$ cat config.mk
export PLATFORM = sky130hd
export DESIGN_NAME = approx_mult_writeback_flat
export DESIGN_NICKNAME = d
export VERILOG_FILES = /design/src/rtl/approx_mult_writeback_if.sv /design/src/rtl/approx_mult_writeback.sv /design/src/flat_wrapper.sv
export SDC_FILE = /design/constraint.sdc
export NUM_CORES = 1
export LEC_CHECK = 0
export BUFFER_PORTS_ARGS = -buffer_cell sky130_fd_sc_hd__buf_2
export CORE_ASPECT_RATIO = 0.5
export CORE_MARGIN = 5
export CORE_UTILIZATION = 52
export CTS_CLUSTER_DIAMETER = 120
export CTS_CLUSTER_SIZE = 8
export DETAILED_ROUTE_END_ITERATION = 10
export MAX_ROUTING_LAYER = met4
export PLACE_DENSITY = 0.77
export RECOVER_POWER = 100
export SYNTH_ARGS = -nofsm -noshare
export SYNTH_HDL_FRONTEND = slang
export SYNTH_SLANG_ARGS = --single-unit
$ cat constraint.sdc
create_clock -name clk -period 5.7 [get_ports clk]
set_input_delay 1.14 -clock clk [delete_from_list [all_inputs] [get_ports clk]]
set_output_delay 1.14 -clock clk [all_outputs]
set_load 0.03 [all_outputs]
$ cat src/rtl/approx_mult_writeback_if.sv
// rtl/approx_mult_writeback_if.sv - operand handshake and output RAM write bus of approx_mult_writeback
interface approx_mult_writeback_if #(
    parameter int MANT_WIDTH = 8,
    parameter int SH_WIDTH   = 4,
    parameter int ADDR_WIDTH = 3,
    parameter int RES_WIDTH  = 32
);
    logic                  start;
    logic                  in_valid;
    logic                  in_ready;
    logic [MANT_WIDTH-1:0] mant_a;
    logic [MANT_WIDTH-1:0] mant_b;
    logic [SH_WIDTH-1:0]   shamt_a;
    logic [SH_WIDTH-1:0]   shamt_b;
    logic                  wr_en;
    logic [ADDR_WIDTH-1:0] wr_addr;
    logic [RES_WIDTH-1:0]  wr_data;
    logic                  busy;
    logic                  done;

    modport master (
        output start, in_valid, mant_a, mant_b, shamt_a, shamt_b,
        input  in_ready, wr_en, wr_addr, wr_data, busy, done
    );

    modport slave (
        input  start, in_valid, mant_a, mant_b, shamt_a, shamt_b,
        output in_ready, wr_en, wr_addr, wr_data, busy, done
    );
endinterface

$ cat src/rtl/approx_mult_writeback.sv
// rtl/approx_mult_writeback.sv - shift-add mantissa multiply, rescale, batch write to output RAM (option: APPROX_ROUND_EN)
module approx_mult_writeback #(
    parameter int MANT_WIDTH = 8,
    parameter int SH_WIDTH   = 4,
    parameter int ADDR_WIDTH = 3,
    parameter int RES_WIDTH  = 32
) (
    input  logic                     clk,
    input  logic                     rst,
    approx_mult_writeback_if.slave   bus
);
    localparam int PROD_W = 2 * MANT_WIDTH;
    localparam int STEP_W = $clog2(MANT_WIDTH);
    localparam int K_W    = SH_WIDTH + 1;
    localparam int SUM_W  = RES_WIDTH + 1;

    typedef enum logic [1:0] {IDLE, MULT, WRITE, DONE} state_t;

    state_t                state, state_next;
    logic [MANT_WIDTH-1:0] a_q;
    logic [MANT_WIDTH-1:0] b_q;
    logic [K_W-1:0]        k_q;
    logic [PROD_W-1:0]     acc;
    logic [STEP_W-1:0]     step;
    logic [ADDR_WIDTH-1:0] addr;
    logic [SUM_W-1:0]      scaled;
    logic [RES_WIDTH-1:0]  result;

    // State register
    always_ff @(posedge clk or posedge rst) begin
        if (rst) begin
            state <= IDLE;
        end else begin
            state <= state_next;
        end
    end

    // Next-state decode; start overrides everything, including a same-cycle handshake
    always_comb begin
        state_next = state;
        if (bus.start) begin
            state_next = IDLE;
        end else begin
            case (state)
                IDLE:    if (bus.in_valid) state_next = MULT;
                MULT:    if (step == STEP_W'(MANT_WIDTH - 1)) state_next = WRITE;
                WRITE:   state_next = (addr == {ADDR_WIDTH{1'b1}}) ? DONE : IDLE;
                DONE:    state_next = IDLE;
                default: state_next = IDLE;
            endcase
        end
    end

    // Operand capture, LSB-first shift-add on mant_b, and the batch address counter
    always_ff @(posedge clk or posedge rst) begin
        if (rst) begin
            a_q  <= '0;
            b_q  <= '0;
            k_q  <= '0;
            acc  <= '0;
            step <= '0;
            addr <= '0;
        end else if (bus.start) begin
            addr <= '0;
        end else begin
            case (state)
                IDLE: begin
                    if (bus.in_valid) begin
                        a_q  <= bus.mant_a;
                        b_q  <= bus.mant_b;
                        k_q  <= K_W'(bus.shamt_a) + K_W'(bus.shamt_b);
                        acc  <= '0;
                        step <= '0;
                    end
                end
                MULT: begin
                    if (b_q[step]) begin
                        acc <= acc + (PROD_W'(a_q) << step);
                    end
                    step <= step + STEP_W'(1);
                end
                WRITE:   addr <= addr + ADDR_WIDTH'(1);
                default: ;
            endcase
        end
    end

    // Rescale the mantissa product back to the magnitude of the original operands
    always_comb begin
        scaled = {1'b0, acc, {(RES_WIDTH - PROD_W){1'b0}}};
`ifdef APPROX_ROUND_EN
        if (k_q != '0) begin
            scaled = scaled + (SUM_W'(1) << (k_q - K_W'(1)));
        end
`else
`endif
        result = RES_WIDTH'(scaled >> k_q);
    end

    // Outputs decoded from the state register; in_ready held low while reset is applied
    always_comb begin
        bus.in_ready = (state == IDLE) && !rst;
        bus.wr_en    = (state == WRITE);
        bus.busy     = (state == MULT) || (state == WRITE);
        bus.done     = (state == DONE);
        bus.wr_addr  = addr;
        bus.wr_data  = (state == WRITE) ? result : '0;
    end
endmodule

$ cat src/flat_wrapper.sv
// flat-port wrapper written by rule: the top's interface ports become plain ports
module approx_mult_writeback_flat 
#(
    parameter int MANT_WIDTH = 8,
    parameter int SH_WIDTH   = 4,
    parameter int ADDR_WIDTH = 3,
    parameter int RES_WIDTH  = 32
)
  (clk, rst, bus_start, bus_in_valid, bus_mant_a, bus_mant_b, bus_shamt_a, bus_shamt_b, bus_in_ready, bus_wr_en, bus_wr_addr, bus_wr_data, bus_busy, bus_done);
  approx_mult_writeback_if #(.MANT_WIDTH(MANT_WIDTH), .SH_WIDTH(SH_WIDTH), .ADDR_WIDTH(ADDR_WIDTH), .RES_WIDTH(RES_WIDTH)) bus_i ();
  input  logic clk;
  input  logic rst;
  input wire logic [$bits(bus_i.start)-1:0] bus_start;
  input wire logic [$bits(bus_i.in_valid)-1:0] bus_in_valid;
  input wire logic [$bits(bus_i.mant_a)-1:0] bus_mant_a;
  input wire logic [$bits(bus_i.mant_b)-1:0] bus_mant_b;
  input wire logic [$bits(bus_i.shamt_a)-1:0] bus_shamt_a;
  input wire logic [$bits(bus_i.shamt_b)-1:0] bus_shamt_b;
  output wire logic [$bits(bus_i.in_ready)-1:0] bus_in_ready;
  output wire logic [$bits(bus_i.wr_en)-1:0] bus_wr_en;
  output wire logic [$bits(bus_i.wr_addr)-1:0] bus_wr_addr;
  output wire logic [$bits(bus_i.wr_data)-1:0] bus_wr_data;
  output wire logic [$bits(bus_i.busy)-1:0] bus_busy;
  output wire logic [$bits(bus_i.done)-1:0] bus_done;
  assign bus_i.start = bus_start;
  assign bus_i.in_valid = bus_in_valid;
  assign bus_i.mant_a = bus_mant_a;
  assign bus_i.mant_b = bus_mant_b;
  assign bus_i.shamt_a = bus_shamt_a;
  assign bus_i.shamt_b = bus_shamt_b;
  assign bus_in_ready = bus_i.in_ready;
  assign bus_wr_en = bus_i.wr_en;
  assign bus_wr_addr = bus_i.wr_addr;
  assign bus_wr_data = bus_i.wr_data;
  assign bus_busy = bus_i.busy;
  assign bus_done = bus_i.done;
  approx_mult_writeback #(.MANT_WIDTH(MANT_WIDTH), .SH_WIDTH(SH_WIDTH), .ADDR_WIDTH(ADDR_WIDTH), .RES_WIDTH(RES_WIDTH)) u_core (.clk(clk), .rst(rst), .bus(bus_i));
endmodule
; ---- Word level (Yosys, flattened, before mapping)
; Index checks and enable logic that the tools add are counted.
[classes]
add_sub_neg = 4
mul = 0
div = 0
order_cmp = 1
n_eq_ne = 9
shifts = 2
muxes = 15
bitwise = 1
reduce_logical = 10
[op_table]
columns = operator, count
row1 = 16-bit 2-to-1 mux, 2
row2 = 32-bit 2-to-1 mux, 1
row3 = 16-bit one-hot mux with 2 select lines, 1
row4 = 32-bit by 5-bit >> shifter with 32-bit output, 1
row5 = 16-bit adder, 1
row6 = 8-bit by 3-bit << shifter with 16-bit output, 1
row7 = 3-bit 2-to-1 mux, 3
row8 = 2-bit 2-to-1 mux, 4
row9 = 2-bit one-hot mux with 4 select lines, 1
row10 = "3-bit by 1-bit adder with 3-bit output, second input constant", 2
row11 = "3-bit equality test, second input constant", 2
row12 = 3-bit one-hot mux with 2 select lines, 1
row13 = 3-bit AND reduction, 2
row14 = 4-bit by 4-bit adder with 5-bit output, 1
row15 = "2-bit equality test, second input constant", 2
row16 = "3-bit by 4-bit less-than comparator with 1-bit output, second input constant", 1
row17 = 4-bit AND reduction, 1
row18 = 2-bit nonzero test, 2
row19 = 1-bit binary-select mux with 3-bit select, 1
row20 = "3-bit by 2-bit != test with 1-bit output, second input constant", 1
row21 = "3-bit != test, second input constant", 1
row22 = "2-bit by 1-bit equality test with 1-bit output, second input constant", 1
row23 = 2-bit logical NOT, 1
row24 = "2-bit by 1-bit != test with 1-bit output, second input constant", 1
row25 = other kinds (7), 7
[word_totals]
reg_bits = 45
latchBits = 0
ram_bits = 0
mem_bits_ro = 0
inputBits = 28
output_inout_bits = 39
wordCells = 49
memories = 0

; ---- Logic depth before layout (Yosys ltp)
[depth]
word_depth = 4
ltp_mapped = 13
ltp_nobuf = 11

; ---- Worst setup path before layout
; OpenSTA, ideal clock, no wires.
[synth_timing]
path_kind = reg-to-output
startpoint = register u_core.state[0]
endpoint = output port bus_wr_data[28]
t_arrival_ps = 2556
t_required_ps = 4560
path_slack_ps = 2004
stages_incl_launch_ff = 8
n_path_buf = 2
path_cell_list = dfrtp_1 > inv_1 > ha_1 > clkbuf_1 > nand2_1 > or2_2 > clkbuf_1 > nor3b_1
[synth_via]
elab_chain_cells = 2
[synth_lines]
columns = item, line
row1 = start: declaration, approx_mult_writeback.sv:19  ; state_t state, state_next;
row2 = start signal: assignment, approx_mult_writeback.sv:34  ; state <= state_next;
row3 = 2-bit equality test, --
row4 = via bus_wr_en, flat_wrapper.sv:20  ; output wire logic [$bits(bus_i.wr_en)-1:0] bus_wr_en;
row5 = 32-bit 2-to-1 mux, approx_mult_writeback.sv:107  ; bus.wr_data = (state == WRITE) ? result : '0;
row6 = end: declaration, flat_wrapper.sv:22  ; output wire logic [$bits(bus_i.wr_data)-1:0] bus_wr_data;
; The timed path passes the listed nets, and every way through them passes these cells.

; ---- Worst setup path in the final report
[layout_timing]
startpoint = register u_core.state[0]
endpoint = output port bus_wr_data[28]
[layout_via]
elab_chain_cells = 2
[layout_lines]
columns = item, line
row1 = 2-bit equality test, approx_mult_writeback.sv:107
row2 = 32-bit 2-to-1 mux, approx_mult_writeback.sv:107
; No other way between the ends.

==> metrics <==
CTS sink cnt 45; CP Launch Type flop; post-cts hold buffer count 0; Hold WC Path Type reg2reg; RSZ-0062 raised after global routing false; outcome complete, but fails checks; Distinct cells, synth 55; CORE AREA 0.00800 mm^2; YS warnings 0; Num CTS Buffers 5; Buffers on Ports 66; switching power 1100 uW; PwrDens 507 mW/mm^2; clock slew at reported path FFs 0.07 ns; Sw Share 0.459; global-route wire length before repair 18.0 mm; Clock Latency Late Sink 0.29 ns; register area share after synthesis 0.263; DRC 0; CP Cell Sequence inv_1 > ha_1 > nand2_1 > or2_0 > nor3b_1 > clkbuf_1; fin crit share 0.732; GRT Total Usage 0.220; final setup vio count 0; site row count 23; Layout area overhead 10.4%; Async SR Flop Fraction 1.00; Gate power share 0.544; Slew Limit Fails 63; IO Count 67; P_leak 0.00204 uW; GRT overflow 0; Crit path required time 4.56 ns; Least-Margin Pin Slew 2.40 ns; Initial Util 0.536; failing checks max-capacitance violations, max-slew violations; Die ar. 0.0103 mm^2; Final ANT Viol Nets 0; Fmax 240 MHz; arrival time at the worst endpoint 3.03 ns; Crit. End Element output port; max cap viols 2; Final Critical Period 4.17 ns; setup TNS 0 ns; Avg Cell Area, Syn 9.24 um^2; initial antenna violation count 0; Post-synth EDFFs 0; Max clock buf depth 2; syn_nets 522; Top FF cell, synth dfrtp_1; Synth top area share 0.263; Setup WS pre-CTS 2.02 ns; critical setup path kind reg2out; Vias/cell 5.95; clock root buffer clkbuf_16; CTS H-Tree Depth 2; vias in the first global route 3549; Die Ht 74.2 um; post-CTS sizing 0; Reg power frac 0.297; Hold Fails Final Rpt 0; largest net degree at the start of global routing 46; Final WS setup 1.53 ns; placer congestion estimate 0.932; Worst IR Drop VDD 192 uV; slowest CP cell ha_1; DR vias 3703; clock power share 0.159; Area contributors post-synth dfrtp_1 26%, mux4_2 8.9%, mux2_2 8.4%, ha_1 8.2%, mux2i_1 5.6%; count leader, synth nand2_1; DRT Wirelength 10.8 mm; Nets 567; Final Skew 0.00544 ns; # diodes 0; dpl hpwl 8.11 mm; Setup Buffers After CTS 0; Min Hold Slack 0.506 ns; Worst path max stage delay 0.64 ns; worst-path maximum fanout 20; layout cells sized above 1 0.167; routed length per instance 17.3 um; max_slew headroom -0.602; Post-synth top cells 46 x nand2_1, 45 x dfrtp_1, 38 x nor2_1; Pint 1300 uW; mapped cell area 0.00429 mm^2; DR iter-0 viols 317; FILL cells 758; die width 138 um; Mapped Cells 464; Pre-antenna DRT Iters 4; TritonCTS clock tree built; Seq cells post-synth 45; post-synth top area cell dfrtp_1
[metal layers]
layer  part of all wire  global-route usage  vias to the layer above
li1                   -                   -                     1819
met1               0.48               0.299                     1758
met4             0.0086              0.0493                        0
met3              0.064              0.0417                        8
met5                  0                   -                        -
met2               0.44               0.349                      118
[sequential cells by signal, indices dropped and copies added, names as in the netlist]
signal              count
u_core.state            2
u_core.acc             16
u_core.b_q              8
u_core.k_q              5
u_core.a_q              8
u_core.bus.wr_addr      3
u_core.step             3
[placed cells by master (no fill, tap or decap), drive strengths merged, types with 8 or more instances in the layout]
| cell | instances |
|---|---|
| o22ai | 8 |
| nand3 | 8 |
| inv | 18 |
| o21ai | 35 |
| mux2i | 25 |
| nor2 | 38 |
| mux2 | 33 |
| nand2 | 46 |
| buf | 27 |
| mux4 | 17 |
| a21oi | 25 |
| ha | 28 |
| clkbuf | 46 |
| or3 | 8 |
| dfrtp | 45 |
[worst max-delay path: cells and delay by family, from the launching register on]
kind                       cells  cell delay, ns
DFF                            1            0.40
adders and majority gates      1            0.64
buffers and inverters          2            0.50
and+or+nand+nor                3            1.20
[cell families (layout without fill, tap and decap cells)]
logic type               count (synthesis)  after routing  share of synthesized area
XOR/XNOR                                 9              9                     0.0184
buffers and inverters                   48             94                     0.0511
AND/OR/NAND/NOR                        136            136                      0.149
AO/OA/AOI/OAI                          121            121                      0.191
flip-flops                              45             45                      0.263
adder cells (fa/ha/maj)                 30             30                     0.0911
multiplexers                            75             75                      0.236
[path summary, 6_finish.rpt]
kind / cells past startpoint / slack (ns) / start / to
max in group asynchronous: 3 / 2.61 / rst / u_core.acc[7]
max: 6 / 1.53 / u_core.state[0] / bus_wr_data[28]
max reg2reg: 5 / 2.02 / u_core.step[0] / u_core.acc[15]
min reg2reg: 1 / 0.51 / u_core.b_q[0] / u_core.b_q[0]
min: 1 / 0.51 / u_core.b_q[0] / u_core.b_q[0]
min in group asynchronous: 3 / 1.72 / rst / u_core.step[0]
[final cells by class]
type / count / area, um^2 / share of cell area
clock buffer: 5 / 125 / 0.0264
clock inverter: 3 / 68.8 / 0.0145
inverter: 18 / 67.6 / 0.0143
multi-input combinational: 371 / 2910 / 0.616
sequential: 45 / 1130 / 0.238
tap: 112 / 140 / 0.0296
timing repair buffer: 68 / 289 / 0.0611
[power groups by stage]
stage / sequential, uW / clock [uW] / combinational [uW]
floorplan: 521 / 0 / 1250
global placement: 705 / 0 / 1280
detailed placement: 715 / 0 / 1310
CTS: 710 / 389 / 1330
global route: 742 / 400 / 1450
finish: 712 / 381 / 1300
[per-stage QoR]
step / utilization / area [um^2] / instances / total power, uW
2_1_floorplan: - / 4290 / 464 / 1770
3_3_place_gp: 0.577 / 4620 / 614 / 1990
3_5_place_dp: 0.577 / 4620 / 614 / 2030
4_1_cts: 0.602 / 4810 / 622 / 2420
5_1_grt: 0.591 / 4730 / 622 / 2590
6_report: 0.591 / 4730 / 622 / 2400
Note: power is estimated with default switching activity, not from simulation.
